`src/rtl/mem_access_unit_pkg.sv`:
```
// Shared constants for the MEM-stage access unit: RV32I load/store funct3
// codes, FSM state encodings and the timeout counter width.
package mem_access_unit_pkg;

    localparam logic [2:0] F3_LB  = 3'b000;
    localparam logic [2:0] F3_LH  = 3'b001;
    localparam logic [2:0] F3_LW  = 3'b010;
    localparam logic [2:0] F3_LBU = 3'b100;
    localparam logic [2:0] F3_LHU = 3'b101;
    localparam logic [2:0] F3_SB  = 3'b000;
    localparam logic [2:0] F3_SH  = 3'b001;
    localparam logic [2:0] F3_SW  = 3'b010;

    localparam logic [1:0] ST_IDLE = 2'd0;
    localparam logic [1:0] ST_WAIT = 2'd1;
    localparam logic [1:0] ST_DONE = 2'd2;

    localparam int unsigned CNT_W = 16;

    function automatic logic funct3_legal(input logic is_store, input logic [2:0] funct3);
        if (is_store)
            return (funct3 == F3_SB) || (funct3 == F3_SH) || (funct3 == F3_SW);
        return (funct3 == F3_LB) || (funct3 == F3_LH) || (funct3 == F3_LW) ||
               (funct3 == F3_LBU) || (funct3 == F3_LHU);
    endfunction

endpackage

```
`src/rtl/mem_access_unit_if.sv`:
```
// Data-memory request/ready bus between the MEM-stage access unit (master)
// and data memory (slave).
interface mem_access_unit_if;

    logic        dmem_req;
    logic        dmem_we;
    logic [31:0] dmem_addr;
    logic [31:0] dmem_wdata;
    logic [3:0]  dmem_wstrb;
    logic [31:0] dmem_rdata;
    logic        dmem_ready;

    modport master (
        output dmem_req, dmem_we, dmem_addr, dmem_wdata, dmem_wstrb,
        input  dmem_rdata, dmem_ready
    );

    modport slave (
        input  dmem_req, dmem_we, dmem_addr, dmem_wdata, dmem_wstrb,
        output dmem_rdata, dmem_ready
    );

endinterface

```
`src/rtl/mem_access_unit_align.sv`:
```
// Combinational lane steering: store data/strobes, load extraction with sign
// or zero extension, and natural-alignment check.
module load_store_align
    import mem_access_unit_pkg::*;
(
    input  logic [2:0]  funct3_i,
    input  logic [1:0]  addr_lo_i,
    input  logic [31:0] store_data_i,
    input  logic [31:0] rdata_i,
    output logic [31:0] wdata_o,
    output logic [3:0]  wstrb_o,
    output logic [31:0] load_data_o,
    output logic        misalign_o
);

    logic [31:0] rshift;

    always_comb begin
        wdata_o = store_data_i;
        wstrb_o = 4'b1111;
        case (funct3_i)
            F3_SB: begin
                wdata_o = {4{store_data_i[7:0]}};
                wstrb_o = 4'b0001 << addr_lo_i;
            end
            F3_SH: begin
                wdata_o = {2{store_data_i[15:0]}};
                wstrb_o = addr_lo_i[1] ? 4'b1100 : 4'b0011;
            end
            default: ;
        endcase
    end

    assign rshift = rdata_i >> {addr_lo_i, 3'b000};

    always_comb begin
        case (funct3_i)
            F3_LB:   load_data_o = {{24{rshift[7]}}, rshift[7:0]};
            F3_LH:   load_data_o = {{16{rshift[15]}}, rshift[15:0]};
            F3_LBU:  load_data_o = {24'd0, rshift[7:0]};
            F3_LHU:  load_data_o = {16'd0, rshift[15:0]};
            default: load_data_o = rdata_i;
        endcase
    end

    assign misalign_o = ((funct3_i[1:0] == 2'b01) && addr_lo_i[0]) ||
                        ((funct3_i[1:0] == 2'b10) && (addr_lo_i != 2'b00));

endmodule

```
`src/rtl/mem_access_unit.sv`:
```
// MEM-stage data-memory access unit: IDLE/WAIT/DONE request FSM with timeout,
// registered request fields and aligned load result for MEM_WB.
module mem_access_unit
    import mem_access_unit_pkg::*;
#(
    parameter int unsigned TIMEOUT = 255
)
(
    input  logic               clk,
    input  logic               rst,
    input  logic               mem_read_mem,
    input  logic               mem_write_mem,
    input  logic               bubble_mem,
    input  logic [2:0]         funct3_mem,
    input  logic [31:0]        alu_result_mem,
    input  logic [31:0]        rs2_data_mem,
    mem_access_unit_if.master  dmem,
    output logic [31:0]        mem2reg_data,
    output logic               stall_req,
    output logic               access_fault
);

    logic [1:0]       state_q, state_d;
    logic [CNT_W-1:0] cnt_q, cnt_d;
    logic             req_q, req_d;
    logic             we_q, we_d;
    logic [31:0]      addr_q, addr_d;
    logic [31:0]      wdata_q, wdata_d;
    logic [3:0]       wstrb_q, wstrb_d;
    logic [31:0]      m2r_q, m2r_d;
    logic             fault_q, fault_d;

    logic             access, legal, timeout_hit;
    logic [31:0]      lsa_wdata, lsa_load;
    logic [3:0]       lsa_wstrb;
    logic             lsa_misalign;

    load_store_align u_align (
        .funct3_i     (funct3_mem),
        .addr_lo_i    (alu_result_mem[1:0]),
        .store_data_i (rs2_data_mem),
        .rdata_i      (dmem.dmem_rdata),
        .wdata_o      (lsa_wdata),
        .wstrb_o      (lsa_wstrb),
        .load_data_o  (lsa_load),
        .misalign_o   (lsa_misalign)
    );

    assign access      = (mem_read_mem | mem_write_mem) & ~bubble_mem;
    assign legal       = ~(mem_read_mem & mem_write_mem) &
                         funct3_legal(mem_write_mem, funct3_mem) & ~lsa_misalign;
    assign timeout_hit = (cnt_q == CNT_W'(TIMEOUT - 1));
    assign stall_req   = (state_q == ST_WAIT) | ((state_q == ST_IDLE) & access & legal);

    always_comb begin
        state_d = state_q;
        cnt_d   = cnt_q;
        req_d   = req_q;
        we_d    = we_q;
        addr_d  = addr_q;
        wdata_d = wdata_q;
        wstrb_d = wstrb_q;
        m2r_d   = m2r_q;
        fault_d = 1'b0;
        case (state_q)
            ST_IDLE: begin
                if (access && legal) begin
                    req_d   = 1'b1;
                    we_d    = mem_write_mem;
                    addr_d  = {alu_result_mem[31:2], 2'b00};
                    wdata_d = lsa_wdata;
                    wstrb_d = mem_write_mem ? lsa_wstrb : '0;
                    cnt_d   = '0;
                    state_d = ST_WAIT;
                end else if (access) begin
                    fault_d = 1'b1;
                    m2r_d   = '0;
                end
            end
            ST_WAIT: begin
                // Ready takes priority over a timeout landing on the same cycle.
                if (dmem.dmem_ready) begin
                    if (!we_q)
                        m2r_d = lsa_load;
                    req_d   = 1'b0;
                    state_d = ST_DONE;
                end else if (timeout_hit) begin
                    req_d   = 1'b0;
                    m2r_d   = '0;
                    fault_d = 1'b1;
                    state_d = ST_DONE;
                end else begin
                    cnt_d = cnt_q + CNT_W'(1);
                end
            end
            ST_DONE: begin
                state_d = ST_IDLE;
                cnt_d   = '0;
            end
            default: state_d = ST_IDLE;
        endcase
    end

    always_ff @(posedge clk) begin
        if (rst) begin
            state_q <= ST_IDLE;
            cnt_q   <= '0;
            req_q   <= 1'b0;
            we_q    <= 1'b0;
            addr_q  <= '0;
            wdata_q <= '0;
            wstrb_q <= '0;
            m2r_q   <= '0;
            fault_q <= 1'b0;
        end else begin
            state_q <= state_d;
            cnt_q   <= cnt_d;
            req_q   <= req_d;
            we_q    <= we_d;
            addr_q  <= addr_d;
            wdata_q <= wdata_d;
            wstrb_q <= wstrb_d;
            m2r_q   <= m2r_d;
            fault_q <= fault_d;
        end
    end

    assign dmem.dmem_req   = req_q;
    assign dmem.dmem_we    = we_q;
    assign dmem.dmem_addr  = addr_q;
    assign dmem.dmem_wdata = wdata_q;
    assign dmem.dmem_wstrb = wstrb_q;
    assign mem2reg_data    = m2r_q;
    assign access_fault    = fault_q;

endmodule

```
`src/flat_wrapper.sv`:
```
// flat-port wrapper written by rule: the top's interface ports become plain ports
module mem_access_unit_flat import mem_access_unit_pkg::*;
#(
    parameter int unsigned TIMEOUT = 255
)
  (clk, rst, mem_read_mem, mem_write_mem, bubble_mem, funct3_mem, alu_result_mem, rs2_data_mem, mem2reg_data, stall_req, access_fault, dmem_dmem_req, dmem_dmem_we, dmem_dmem_addr, dmem_dmem_wdata, dmem_dmem_wstrb, dmem_dmem_rdata, dmem_dmem_ready);
  mem_access_unit_if dmem_i ();
  input  logic clk;
  input  logic rst;
  input  logic mem_read_mem;
  input  logic mem_write_mem;
  input  logic bubble_mem;
  input  logic [2:0] funct3_mem;
  input  logic [31:0] alu_result_mem;
  input  logic [31:0] rs2_data_mem;
  output logic [31:0] mem2reg_data;
  output logic stall_req;
  output logic access_fault;
  output wire logic [$bits(dmem_i.dmem_req)-1:0] dmem_dmem_req;
  output wire logic [$bits(dmem_i.dmem_we)-1:0] dmem_dmem_we;
  output wire logic [$bits(dmem_i.dmem_addr)-1:0] dmem_dmem_addr;
  output wire logic [$bits(dmem_i.dmem_wdata)-1:0] dmem_dmem_wdata;
  output wire logic [$bits(dmem_i.dmem_wstrb)-1:0] dmem_dmem_wstrb;
  input wire logic [$bits(dmem_i.dmem_rdata)-1:0] dmem_dmem_rdata;
  input wire logic [$bits(dmem_i.dmem_ready)-1:0] dmem_dmem_ready;
  assign dmem_dmem_req = dmem_i.dmem_req;
  assign dmem_dmem_we = dmem_i.dmem_we;
  assign dmem_dmem_addr = dmem_i.dmem_addr;
  assign dmem_dmem_wdata = dmem_i.dmem_wdata;
  assign dmem_dmem_wstrb = dmem_i.dmem_wstrb;
  assign dmem_i.dmem_rdata = dmem_dmem_rdata;
  assign dmem_i.dmem_ready = dmem_dmem_ready;
  mem_access_unit #(.TIMEOUT(TIMEOUT)) u_core (.clk(clk), .rst(rst), .mem_read_mem(mem_read_mem), .mem_write_mem(mem_write_mem), .bubble_mem(bubble_mem), .funct3_mem(funct3_mem), .alu_result_mem(alu_result_mem), .rs2_data_mem(rs2_data_mem), .dmem(dmem_i), .mem2reg_data(mem2reg_data), .stall_req(stall_req), .access_fault(access_fault));
endmodule
```
`config.mk`:
```
export PLATFORM = sky130hd
export DESIGN_NAME = mem_access_unit_flat
export DESIGN_NICKNAME = d
export VERILOG_FILES = /design/src/rtl/mem_access_unit_pkg.sv /design/src/rtl/mem_access_unit_if.sv /design/src/rtl/mem_access_unit_align.sv /design/src/rtl/mem_access_unit.sv /design/src/flat_wrapper.sv
export SDC_FILE = /design/constraint.sdc
export NUM_CORES = 1
export LEC_CHECK = 0
export BUFFER_PORTS_ARGS = -buffer_cell sky130_fd_sc_hd__buf_4
export CAP_MARGIN = 10
export CORE_ASPECT_RATIO = 0.7
export CORE_MARGIN = 3
export CORE_UTILIZATION = 50
export DETAILED_ROUTE_END_ITERATION = 10
export PLACE_DENSITY = 0.78
export SLEW_MARGIN = 40
export SYNTH_ARGS = -nofsm -noshare
export SYNTH_HDL_FRONTEND = slang
export SYNTH_SLANG_ARGS = --single-unit
```
`constraint.sdc`:
```
create_clock -name clk -period 2.51 [get_ports clk]
set_input_delay 0.502 -clock clk [delete_from_list [all_inputs] [get_ports clk]]
set_output_delay 0.502 -clock clk [all_outputs]
set_load 0.02 [all_outputs]
```
Word-level counts from Yosys, hierarchy flattened
Index checks and enable logic that the tools add are counted.
{"block": "totals", "ff_bits": 119, "out_inout_bits": 104, "wordCells": 88}
{"block": "op_classes", "addsub": 1, "eq_ne": 16, "n_shift": 2, "reduce_logical": 18, "bitwise_logic": 11, "muxes": 31}
{"cell": "$mux W32", "count": 5}
{"cell": "$pmux W32 S2", "count": 2}
{"cell": "$pmux W32 S4", "count": 1}
{"cell": "$mux W16", "count": 3}
{"cell": "$pmux W16 S3", "count": 1}
{"cell": "$shr A32 B5 Y16", "count": 1}
{"cell": "$add A16 B1 Y16 const B", "count": 1}
{"cell": "$eq A16 B8 Y1 const B", "count": 1}
{"cell": "$mux W1", "count": 10}
{"cell": "$mux W4", "count": 2}
{"cell": "$ne A2 B2 Y1 const B", "count": 4}
{"cell": "$pmux W4 S2", "count": 1}
{"cell": "$and A1 B1 Y1", "count": 6}
{"cell": "$eq A3 B3 Y1 const B", "count": 2}
{"cell": "$mux W2", "count": 3}
{"cell": "$logic_or A1 B1 Y1", "count": 5}
{"cell": "$reduce_and A5 Y1", "count": 1}
{"cell": "$eq A2 B1 Y1 const B", "count": 2}
{"cell": "$eq A2 B2 Y1 const B", "count": 2}
{"cell": "$pmux W1 S2", "count": 2}
{"cell": "$pmux W2 S2", "count": 1}
{"cell": "$reduce_and A2 Y1", "count": 2}
{"cell": "$reduce_and A4 Y1", "count": 1}
{"cell": "$reduce_bool A2 Y1", "count": 2}
{"cell": "other kinds (13)", "count": 18}

Logic depth before layout (Yosys ltp)
{"block": "depth", "depth_word": 11, "ltp_mapped": 9, "mapped_depth_nobuf": 7}

By module
A second synthesis with hierarchy kept.
{"block": "hier_totals", "hier_cells": 759, "area_unflattened_um2": 5944.5}
{"mod": "mem_access_unit", "area_per_inst_um2": 4693.3, "cells_each": 573, "instances": 1}
{"mod": "load_store_align", "area_per_inst_um2": 1251.2, "cells_each": 186, "instances": 1}

Least setup slack after synthesis
OpenSTA, ideal clock, no wires.
{"block": "synth_path", "path_kind": "input to register", "start": "input port alu_result_mem[0]", "end": "register u_core.m2r_q[22], in the netlist u_core.mem2reg_data[22]", "n_path_buf": 3, "required_time_ps": 2440, "path_stages": 8, "path_slack_ps": 399, "t_arrival_ps": 2040, "path_cell_list": "buf_2 -> a21oi_1 -> o211ai_1 -> a22o_1 -> clkbuf_1 -> buf_2 -> nand4_1 -> a21oi_1"}
{"block": "synth_via", "elab_chain_cells": 8, "word_cells_on_any_way": 14, "classes_between": "1 x eq/ne; 1 x shift; 4 x mux; 2 x bitwise; 6 x reduce/logical"}
{"item": "from (decl)", "line": "flat_wrapper.sv:14", "text": "input logic [31:0] alu_result_mem;"}
{"item": "branches (longest 8 deep; another with $shr A32 B5 Y16)"}
{"item": "to (signal assigned)", "line": "mem_access_unit.sv:123", "text": "m2r_q <= m2r_d;"}
{"item": "to (decl)", "line": "mem_access_unit.sv:30", "text": "logic [31:0] m2r_q, m2r_d;"}
Several ways; the timed one is not identified. The select of a mux whose other input is x is not followed.
A chain may end at the register's enable or synchronous reset.

Worst setup path in the final report
{"block": "layout_path", "start": "register u_core.cnt_q[9]", "end": "register u_core.m2r_q[23], in the netlist u_core.mem2reg_data[23]"}
{"block": "layout_via", "elab_chain_cells": 3}
{"item": "from (decl)", "line": "mem_access_unit.sv:24", "text": "logic [CNT_W-1:0] cnt_q, cnt_d;"}
{"item": "from (signal assigned)", "line": "mem_access_unit.sv:117", "text": "cnt_q <= cnt_d;"}
{"item": "$eq A16 B8 Y1", "line": "mem_access_unit.sv:52", "text": "assign timeout_hit = (cnt_q == CNT_W'(TIMEOUT - 1));"}
{"item": "$ne A3 B2 Y1 (no source line)"}
{"item": "$reduce_and A5 Y1 (no source line)"}
No other way between the ends.

==> impl_metrics.toml <==
[floorplan]
floorplan.initialDensity_pct = 52.91
rows = 31
core-area_um2 = 10710
die_area_um2 = 12660
die_y_um = 95.05
io_pins = 209
die_w_um = 133.2

[critical_path]
slowest_stage = "or4_1"
cp-start-kind = "flip-flop"
cp-startpoint = "u_core.cnt_q[9]$_SDFFE_PP0P_"
crit_buf_inv = 1
r2r_cells = 6
crit_path_end_kind = "flip-flop"
critPathArrivalTime_ps = 2480
cp.required_ps = 2840
rr_startpoint = "u_core.cnt_q[9]$_SDFFE_PP0P_"
r2r_setup_slack_ps = 350
max_stage_delay_ps = 590
rr_endpoint = "u_core.mem2reg_data[23]$_SDFFE_PP0P_"
critPathKind = "reg2reg"
critPathTopFamily = "simple AND/OR/NAND/NOR gates"
worstPathMaxFanout = 17
cp_cell_sequence = "or4_1, nor4_4, or3_1, buf_4, nand4_1, a21oi_1"

[drt]
post_drt_wl_per_cell_um = 19.18
drt-total-wl_mm = 20.02
drt-initial-drc-count = 552
drc = 0
firstDrtPassIters = 5
drt.antenna.violating_nets = 0
viasPerCell = 5.792
via_count = 6047

[placed_design]
dp_hpwl_mm = 14.13
place.port_buffers = 206
dp.cells = 1014
gp_congestion = 0.9582
placed_cell_area_um2 = 7342

[global_route]
met1_usage_pct = 43.41
grt_pass1_vias = 5736
grtUsageMet3_pct = 8.386
globalRoute.totalOverflow = 0
use_met2_pct = 45.06
grt_use_total_pct = 30.46
antenna_found_initial = 0
grt-busiest-layer = "met2"
grt_pass1_wl_mm = 30.28
grt_max_degree = 69

[logic_synthesis]
synth-seq-cells = 119
yosysUniqueCellTypes = 50
ys_warn_count = 0
synthArstFlopShare_pct = 0
synth-edff-count = 0
synthFlopType = "dfxtp_1"
netlist_area_um2 = 5664
avgSynthCellArea_um2 = 8.034
synth_cells = 705
ys_seq_area_share_pct = 42.06

[worst_hold_path]
hold_start = "alu_result_mem[10]"
holdPathEnd = "u_core.dmem.dmem_addr[10]$_SDFFE_PP0P_"
hold_class = "in2reg"
worstHoldPathCells = 3

[cts]
ctsHoldBuffers = 0
cts_sinks = 119
clk_pin_slew_worst_paths_ps = 50
cts_max_level = 4
postCtsSetupRepairBufs = 0
cts-root-buf = "clkbuf_16"
cts_buffers = 17
cts_tree = "built"
clk_path_buf_depth = 2
cts_resized = 0
insertion_delay_ps = 410

[power]
power_leakage_uw = 0.003290
power_density_nw_per_um2 = 668.3
ir_drop_mv = 0.5650

[sta]
worstMarginPinSlew_ps = 685.9
fin_setup_tns_ps = 0
drv_slew = 0
max_slew_margin_pct = 53.92
finalHoldViolations = 0
clock_skew_ps = 7.442
fin_crit_ps = 2156
setup_violations = 0
rsz0062_at_grt = "no"
min_period_over_period_pct = 85.91
fmax_ghz = 0.4638

[cells_and_area]
fillers = 802
antenna_cells = 0
drive_above_1_share_pct = 29.02
final_cells = 1044
finalNetCount = 992
syn_to_final_growth_pct = 41.18
post-route-cell-area_um2 = 7996

[run_status]
outcome = "complete, no violations"

[job]
drv_cap = 0
kinds of logic after synthesis:
group	synth area share (%)
buffers and inverters	5.279
AOI/OAI and AO/OA	24.78
DFF	42.06
other	0.06621
muxes	5.478
and+or+nand+nor	19.57
xor gates and xnor gates	2.319
adders and majority gates	0.4417
power by group:
part           total [µW]  switching (µW)  internal, µW
logic                 693             402           291
clock network        2690             831          1860
registers            1960            25.5          1930
total                5340            1260          4080
flip-flops by register name, indices dropped and copies added (netlist names):
name	count
u_core.dmem.dmem_wdata	32
u_core.mem2reg_data	32
u_core.dmem.dmem_addr	30
u_core.cnt_q	16
u_core.dmem.dmem_wstrb	4
u_core.state_q	2
u_core.access_fault	1
u_core.dmem.dmem_req	1
u_core.dmem.dmem_we	1
cell type report:
class	count	area, µm²	area share (%)
clock buffers	23	488.0	6.102
clock inverters	7	166.4	2.081
inverters	7	26.28	0.3286
multi-input cells	515	3009	37.63
flip-flops and latches	119	2382	29.79
well taps	148	185.2	2.316
repair buffers	225	1739	21.75
cell usage after synthesis (2+ instances only):
library cell	n	share of area (%)
a211oi_1	20	2.7
a21o_1	17	2.3
a21oi_1	71	6.3
a22o_1	8	1.2
a311oi_1	8	1.2
and4_1	2	0.31
buf_1	6	0.40
buf_2	8	0.71
buf_4	3	0.40
clkbuf_1	47	3.1
dfxtp_1	119	42
ha_1	2	0.44
inv_1	6	0.40
mux2i_1	31	5.5
nand2_1	117	7.8
nand2b_1	3	0.33
nand3_1	6	0.53
nand3b_1	7	0.93
nand4_1	19	2.1
nor2_1	47	3.1
nor2b_1	13	1.4
nor3_1	15	1.3
nor3b_1	3	0.40
nor4_1	3	0.33
o211ai_1	8	1.1
o21ai_0	57	5.0
o21bai_1	2	0.26
o221ai_1	7	1.1
o22a_1	8	1.2
o31ai_1	7	0.93
or4_1	2	0.26
xnor2_1	15	2.3
tightest hold or removal path: stages:
cell     delay, ps
buf_4          110
nand2_1         40
a21oi_1         50
worst max path at each step:
stage,to,slack (ps),depth (start not counted)
after detailed placement,u_core.mem2reg_data[8]$_SDFFE_PP0P_,220,6
final,u_core.mem2reg_data[23]$_SDFFE_PP0P_,350,6
after global routing,u_core.mem2reg_data[14]$_SDFFE_PP0P_,240,4
after floorplan,u_core.mem2reg_data[22]$_SDFFE_PP0P_,400,8
after CTS,u_core.mem2reg_data[23]$_SDFFE_PP0P_,370,6
after global placement,u_core.mem2reg_data[10]$_SDFFE_PP0P_,330,6
placed cells by master (no fill, tap or decap), types with 3 or more instances in the layout:
cell type  count
o221ai_1       7
nor4_1         3
o31ai_1        7
a21o_1        17
o21ai_0       57
a311oi_1       8
nor3_1        14
bufinv_16      5
xnor2_1       15
buf_4        221
nor2b_1       12
nor3b_1        3
dfxtp_1      119
o211ai_1       8
buf_12         4
a211oi_1      20
a21oi_1       71
inv_1          6
nand4_1       19
nor2_1        46
clkbuf_16     17
o22a_1         8
nand3b_1       7
mux2i_1       31
clkbuf_8       4
a22o_1         8
nand2_1      117
nand3_1        6
per-layer routing:
| layer | up-vias | wire length [µm] | share of wire (%) |
|---|---|---|---|
| li1 | 2861 | - | - |
| met3 | 27 | 1851 | 9.2 |
| met5 | - | 0 | 0 |
| met2 | 278 | 8810 | 44 |
| met1 | 2881 | 9008 | 45 |
| met4 | 0 | 350 | 1.7 |
stage by stage:
step / util [%] / worst slack [ps] / total power (µW) / hold slack [ps]
after floorplan: - / 399.2 / 2346 / 476.0
after global placement: 68.58 / 327.6 / 2662 / 441.9
after detailed placement: 68.58 / 221.6 / 2672 / 449.0
after CTS: 74.70 / 373.0 / 5357 / 336.4
after global routing: 74.70 / 239.0 / 5515 / 339.6
final: 74.70 / 353.7 / 5344 / 342.0
Note: power is estimated with default switching activity, not from simulation.
